### src/rtl/fifo_memory_pkg.sv
// rtl/fifo_memory_pkg.sv - shared defaults and fill-count type for the programmable FIFO
package fifo_memory_pkg;

  localparam int DEF_DATA_WIDTH = 8;
  localparam int DEF_ADDR_WIDTH = 4;

  typedef logic [DEF_ADDR_WIDTH:0] fill_count_t;

endpackage

### src/rtl/fifo_memory_ram.sv
// rtl/fifo_memory_ram.sv - simple dual-port FIFO storage; FIFO_MEMORY_PROG_FWFT_EN selects combinational read
module fifo_memory_ram
  import fifo_memory_pkg::*;
#(
  parameter int DATA_WIDTH = DEF_DATA_WIDTH,
  parameter int ADDR_WIDTH = DEF_ADDR_WIDTH
) (
  input  logic                  clk,
`ifndef FIFO_MEMORY_PROG_FWFT_EN
  input  logic                  reset,
  input  logic                  re,
`endif
  input  logic                  we,
  input  logic [ADDR_WIDTH-1:0] waddr,
  input  logic [DATA_WIDTH-1:0] wdata,
  input  logic [ADDR_WIDTH-1:0] raddr,
  output logic [DATA_WIDTH-1:0] rdata
);

  localparam int DEPTH = 1 << ADDR_WIDTH;

  logic [DATA_WIDTH-1:0] mem [DEPTH];

  always_ff @(posedge clk) begin
    if (we) mem[waddr] <= wdata;
  end

`ifdef FIFO_MEMORY_PROG_FWFT_EN
  assign rdata = mem[raddr];
`else
  // Output register only; the array itself carries no reset.
  always_ff @(posedge clk) begin
    if (reset) rdata <= '0;
    else if (re) rdata <= mem[raddr];
  end
`endif

endmodule

### src/rtl/fifo_memory_prog.sv
// rtl/fifo_memory_prog.sv - FIFO with programmable almost-flags and sticky errors; FIFO_MEMORY_PROG_FWFT_EN selects FWFT
module fifo_memory_prog
  import fifo_memory_pkg::*;
#(
  parameter int DATA_WIDTH = DEF_DATA_WIDTH,
  parameter int ADDR_WIDTH = DEF_ADDR_WIDTH
) (
  input  logic                  clk,
  input  logic                  reset,
  input  logic [DATA_WIDTH-1:0] din,
  input  logic                  write,
  input  logic                  read,
  input  logic [ADDR_WIDTH:0]   afull_thr,
  input  logic [ADDR_WIDTH:0]   aempty_thr,
  input  logic                  clr_err,
  output logic [DATA_WIDTH-1:0] dout,
  output logic                  empty,
  output logic                  full,
  output logic                  ale,
  output logic                  alf,
  output logic [ADDR_WIDTH:0]   count,
  output logic                  ovf,
  output logic                  udf
);

  localparam int                    DEPTH    = 1 << ADDR_WIDTH;
  localparam logic [ADDR_WIDTH:0]   FULL_CNT = DEPTH[ADDR_WIDTH:0];
  localparam logic [ADDR_WIDTH:0]   CNT_ONE  = {{ADDR_WIDTH{1'b0}}, 1'b1};
  localparam logic [ADDR_WIDTH-1:0] PTR_ONE  = CNT_ONE[ADDR_WIDTH-1:0];

  logic [ADDR_WIDTH-1:0] wptr;
  logic [ADDR_WIDTH-1:0] rptr;
  logic [ADDR_WIDTH:0]   cnt_q;
  logic                  push;
  logic                  pop;
  logic                  ovf_q;
  logic                  udf_q;

  assign count = cnt_q;
  assign empty = (cnt_q == '0);
  assign full  = (cnt_q == FULL_CNT);
  assign ale   = (cnt_q <= aempty_thr);
  assign alf   = (cnt_q >= afull_thr);
  assign ovf   = ovf_q;
  assign udf   = udf_q;

  // A pop frees a slot for a same-cycle push at full; a push never legalises a pop on empty.
  assign pop  = read & ~empty & ~reset;
  assign push = write & (~full | pop) & ~reset;

  always_ff @(posedge clk) begin
    if (reset) begin
      wptr  <= '0;
      rptr  <= '0;
      cnt_q <= '0;
      ovf_q <= 1'b0;
      udf_q <= 1'b0;
    end else begin
      if (push) wptr <= wptr + PTR_ONE;
      if (pop)  rptr <= rptr + PTR_ONE;
      case ({push, pop})
        2'b10:   cnt_q <= cnt_q + CNT_ONE;
        2'b01:   cnt_q <= cnt_q - CNT_ONE;
        default: cnt_q <= cnt_q;
      endcase
      // New error beats a same-cycle clear.
      ovf_q <= (write & ~push) | (ovf_q & ~clr_err);
      udf_q <= (read & ~pop) | (udf_q & ~clr_err);
    end
  end

  fifo_memory_ram #(
    .DATA_WIDTH(DATA_WIDTH),
    .ADDR_WIDTH(ADDR_WIDTH)
  ) u_ram (
    .clk  (clk),
`ifndef FIFO_MEMORY_PROG_FWFT_EN
    .reset(reset),
    .re   (pop),
`endif
    .we   (push),
    .waddr(wptr),
    .wdata(din),
    .raddr(rptr),
    .rdata(dout)
  );

endmodule

### config.mk
export PLATFORM = sky130hd
export DESIGN_NAME = fifo_memory_prog
export DESIGN_NICKNAME = d
export VERILOG_FILES = /design/src/rtl/fifo_memory_pkg.sv /design/src/rtl/fifo_memory_ram.sv /design/src/rtl/fifo_memory_prog.sv
export SDC_FILE = /design/constraint.sdc
export NUM_CORES = 1
export LEC_CHECK = 0
export BUFFER_PORTS_ARGS = -buffer_cell sky130_fd_sc_hd__buf_2
export CAP_MARGIN = 20
export CORE_MARGIN = 1.5
export CORE_UTILIZATION = 60
export CTS_BUF_LIST = sky130_fd_sc_hd__clkbuf_4 sky130_fd_sc_hd__clkbuf_8 sky130_fd_sc_hd__clkbuf_16
export DETAILED_ROUTE_END_ITERATION = 10
export GPL_TIMING_DRIVEN = 0
export PLACE_DENSITY = 0.79
export SYNTH_ARGS = -nofsm -noshare
export SYNTH_HDL_FRONTEND = slang
export SYNTH_HIERARCHICAL = 1
export SYNTH_SLANG_ARGS = --single-unit
### constraint.sdc
create_clock -name clk -period 6.4 [get_ports clk]
set_input_delay 0.32 -clock clk [delete_from_list [all_inputs] [get_ports clk]]
set_output_delay 0.32 -clock clk [all_outputs]
set_load 0.02 [all_outputs]
* Word level (Yosys, flattened, before mapping)
Memory sizes are Yosys's and may differ from the RTL's. A register that Yosys moved wholly into a read port is not among the register bits.
Index checks and enable logic that the tools add are counted.
** Word-level totals
- Bits in registers :: 15
- RAM bits :: 128
- Input bits :: 23
- Memories kept :: 1
** Memory list
- u_ram.mem :: words 16, bits a word 8, read ports 1, clocked after memory_dff 1, wr ports 1, line fifo_memory_ram.sv:22 : logic [DATA_WIDTH-1:0] mem [DEPTH];
** Operators by class
- $add $sub $neg :: 4
- Magnitude comparators :: 2
- Equal/unequal tests :: 3
- Multiplexer cells :: 3
- Bitwise operators :: 17
- Reductions and logical operators :: 2
** Operator list (count)
- $pmux W5 S2 :: 1
- $add A4 B1 Y4 const B :: 2
- $and A1 B1 Y1 :: 8
- $not A1 Y1 :: 6
- $add A5 B1 Y5 const B :: 1
- $eq A5 B5 Y1 const B :: 1
- $ge A5 B5 Y1 :: 1
- $le A5 B5 Y1 :: 1
- $logic_not A5 Y1 :: 1
- $sub A5 B1 Y5 const B :: 1
- $or A1 B1 Y1 :: 3
- $eq A2 B1 Y1 const B :: 1
- $eq A2 B2 Y1 const B :: 1
- $mux W1 :: 2
- $reduce_bool A2 Y1 :: 1

* Logic depth before layout (Yosys ltp)
- Depth after elaboration :: 10
- Mapped depth :: 11
- Depth with buffers taken out :: 10

* Hierarchy
Netlist, hierarchy kept.
** By module, submodules not included
- fifo_memory_ram :: times used 1, cells an instance 316, area each 5343.9 um^2, seq. area each 4003.8 um^2
- fifo_memory_prog :: times used 1, cells an instance 123, area each 1043.5 um^2, seq. area each 300.3 um^2

* Least setup slack after synthesis
No wires, ideal clock.
- Kind :: reg-to-reg
- From :: reg cnt_q[1], in the netlist count[1]
- To :: reg cnt_q[4], in the netlist count[4]
- Setup time :: 0.121 ns
- Arrival :: 2.994 ns
- Required time :: 6.279 ns
- Slack :: 3.285 ns
- Stages on the path, launching flop included :: 12
- Buffers on the path :: 1
- Path through :: dfxtp_1 -> or4_1 -> buf_4 -> o31ai_4 -> or2_2 -> ha_1 -> inv_1 -> fa_1 -> nand2b_1 -> a21oi_1 -> mux2i_1 -> mux2_2
** Between the ends
- Cells in the longest elaborated chain, start to end :: 9
- Elaborated cells on any way between the ends :: 15
** RTL lines
- start: declaration :: line fifo_memory_prog.sv:33 : logic [ADDR_WIDTH:0] cnt_q;
- start signal: assignment :: line fifo_memory_prog.sv:62 : 2'b10: cnt_q <= cnt_q + CNT_ONE;
- start signal: assignment :: line fifo_memory_prog.sv:63 : 2'b01: cnt_q <= cnt_q - CNT_ONE;
- start signal: assignment :: line fifo_memory_prog.sv:64 : default: cnt_q <= cnt_q;
- $logic_not A5 Y1 :: line fifo_memory_prog.sv:40 : assign empty = (cnt_q == '0);
- $not A1 Y1 :: line fifo_memory_prog.sv:48 : assign pop = read & ~empty & ~reset;
- $and A1 B1 Y1 (2 in series) :: line fifo_memory_prog.sv:48
- $or A1 B1 Y1 :: line fifo_memory_prog.sv:49 : assign push = write & (~full | pop) & ~reset;
- $and A1 B1 Y1 (2 in series) :: line fifo_memory_prog.sv:49
- $eq A2 B1 Y1 or $eq A2 B2 Y1 (tied branches) :: line fifo_memory_prog.sv:61 : case ({push, pop})
- $pmux W5 S2 or $reduce_bool A2 Y1 (tied branches)
Several ways; a longest one is shown, not always the timed one.
A chain may end at the register's enable or synchronous reset.

* Worst setup path after layout
Ends and elaborated chain as after synthesis.

==> impl_metrics.csv <==
group,metric,value,unit
clock_tree,numCtsBuffers,17,
clock_tree,ctsResizeCount,0,
timing,min_period,3.31,ns
die,die_h,106,um
timing,setup_viol,0,
route,finalWirelength,13.6,mm
timing,skew,0.00991,ns
critical_path,path_max_fanout,8,
clock_tree,cts_sinks,151,
power,power.density,303,nW/um^2
clock_tree,clock_latency,0.52,ns
clock_tree,cts-hold-fix-buffers,0,
route,drc,0,
yosys,ys_ff_latch,151,
timing,hold_viol_final,0,
yosys,synth_cell_types,38,
power,p_leak,2.58,nW
clock_tree,tritoncts,"done",
final_layout,syn_to_final_growth,15.3,%
critical_path,start_kind,"flip-flop",
critical_path,reg2reg_slack,3.09,ns
hold_path,hold_end,"ovf",
clock_tree,cts_buffer_depth,2,
critical_path,crit_required,6.81,ns
grt,antenna_found_initial,0,
grt,grt_pass1_wl,21.5,mm
route,drt_pass1_iterations,5,
critical_path,crit_arrival,3.72,ns
route,viasPerCell,6.02,
yosys,syn_inst,439,
power,ir_drop,0.000167,V
timing,finalMaxSlewViolations,0,
grt,grt_max_degree,17,
yosys,async_reset_ff_frac,0,
critical_path,slowest_delay,0.53,ns
yosys,synthFlopType,"edfxtp_1",
yosys,synth_top_area_frac,0.602,
job,drv_cap,0,
timing,slew_headroom,0.354,
hold_path,hp-class,"in2reg",
critical_path,crit_slowest_cell,"or4_1",
critical_path,worstReg2RegEnd,"count[4]",
timing,final.period_utilization,0.518,
clock_tree,cts.htree.levels,4,
die,start_util,0.619,
clock_tree,post_cts_buffers,0,
critical_path,worst-setup-path-type,"reg2reg",
yosys,syn_area,6390,um^2
grt,first_global_vias,3897,
clock_tree,clk_pin_slew,0.06,ns
placement,gp_congestion,0.829,
die,coreArea,10300,um^2
yosys,syn_nets,479,
critical_path,crit_path_cell_trace,"or4_1 > buf_4 > o31ai_4 > or2_2 > ha_1 > inv_1 > fa_1 > nand2b_1 > a21oi_1 > mux2i_1 > mux2_2",
yosys,synth_area_leaders,"edfxtp_1 60%, mux2i_1 11%, dfxtp_1 7.2%",
timing,finalSetupTns,0,ns
critical_path,rr_startpoint,"count[1]",
route,dr.first_iter.drc_count,460,
route,wire_per_inst,20.9,um
hold_path,min-delay-start,"write",
critical_path,r2r_cells,11,
die,ios,42,
route,ant_nets,0,
timing,fmax,302,MHz
yosys,synth_top_area_cell,"edfxtp_1",
run_status,status,"finished, final reports clean",
placement,port_buffers,41,
final_layout,drive_gt1_frac,0.190,
hold_path,min_path_cells,3,
clock_tree,clockRootBuffer,"clkbuf_8",
final_layout,fin_nets,543,
yosys,ys_seq_area_frac,0.674,
placement,dpl_worst_slack,3.08,ns
yosys,ys_warn_count,6,
critical_path,endpoint_kind,"flip-flop",
yosys,synth_edf_count,128,
grt,grt-ovfl-total,0,
die,die_w,106,um
timing,max_slew.worst_pin.slew,0.966,ns
timing,fin_ws,3.09,ns
placement,dp_hpwl,8.78,mm
die,dieArea,11300,um^2
grt,grt_util_all_layers,0.263,
yosys,synth_area_per_cell,14.5,um^2
timing,rsz0062_at_grt,"false",
final_layout,final_cells,652,
placement,dp_cells,620,
final_layout,diodes,0,
route,vias,3928,
die,rows,37,
## synth_stat cells (all sizes together), types with 3 or more instances
cell type / instances
dfxtp: 23
a22oi: 26
a21oi: 15
buf: 15
nor3: 5
o21ai: 4
o211ai: 3
nand2b: 4
nand3b: 3
clkbuf: 3
ha: 16
a21o: 3
edfxtp: 128
nand3: 27
nor2b: 3
nand2: 19
mux2i: 68
inv: 14
nor2: 39
xor2: 7
## worst max-delay path: cells and delay by family, from the launching register on
family	cells	cell delay [ns]
AO/OA/AOI/OAI	2	0.43
adder cells (fa/ha/maj)	2	0.67
buffers and inverters	2	0.29
flip-flops	1	0.37
multiplexers	2	0.55
AND/OR/NAND/NOR	3	0.89
## routing by layer
metal,vias up,wire (um),global-route usage
met1,1940,5500,0.341
met2,168,6860,0.432
li1,1790,-,-
met3,30,860,0.0564
met5,-,0,0
met4,0,388,0.111
## through the flow
| stage | utilization | instance area [um^2] | total power, mW | hold slack [ns] |
|---|---|---|---|---|
| floorplan | - | 6390 | 1.22 | 0.419 |
| global placement | 0.655 | 6760 | 1.28 | 0.439 |
| detailed placement | 0.657 | 6790 | 1.29 | 0.440 |
| CTS | 0.713 | 7360 | 2.23 | 0.110 |
| global route | 0.713 | 7360 | 2.29 | 0.134 |
| finish | 0.713 | 7360 | 2.23 | 0.116 |
## how the worst max path moves through the flow
stage,cells past startpoint,slack (ns),from,endpoint
6_report,11,3.09,count[1],count[4]
5_1_grt,11,2.91,count[1],count[4]
4_1_cts,11,3.08,count[1],count[4]
3_5_place_dp,11,3.08,count[1],count[4]
3_3_place_gp,11,3.12,count[1],count[4]
2_1_floorplan,11,3.29,count[1],count[4]
## state kept, by name, indices dropped and copies added, names as in the netlist
| signal | cells |
|---|---|
| count | 5 |
| ovf | 1 |
| rptr | 4 |
| u_ram/mem | 128 |
| u_ram/rdata | 8 |
| udf | 1 |
| wptr | 4 |
## where the power goes
part	switching [mW]	internal (mW)
clock network	0.390	0.567
registers	0.0170	1.08
logic	0.115	0.0570
total	0.521	1.71
## kinds of logic after synthesis
family	synth area share
AND/OR/NAND/NOR	0.0801
AO/OA/AOI/OAI	0.0601
XOR/XNOR	0.00960
multiplexers	0.108
adder cells (fa/ha/maj)	0.0345
flip-flops	0.674
buffers and inverters	0.0335
## cells in the final DEF (no fill, tap or decap), drive strengths merged, types with 2 or more instances in the layout
cell,n
edfxtp,128
mux2i,68
buf,60
nor2,39
nand3,27
a22oi,26
dfxtp,23
clkbuf,22
nand2,19
inv,17
ha,16
a21oi,15
xor2,7
nor3,5
nand2b,4
clkinvlp,4
o21ai,4
clkinv,4
nor2b,3
a21o,3
o211ai,3
nand3b,3
or4,2
bufinv,2
## area by class of cell
cell class | instances | area [um^2]
plain buffers | 18 | 161
clock buffers | 19 | 429
clock inverters | 13 | 146
fillers | 667 | 2960
inverters | 14 | 52.6
multi-input cells | 256 | 1870
flip-flops and latches | 151 | 4300
well taps | 136 | 170
repair buffers | 45 | 230
Note: power is estimated with default switching activity, not from simulation.
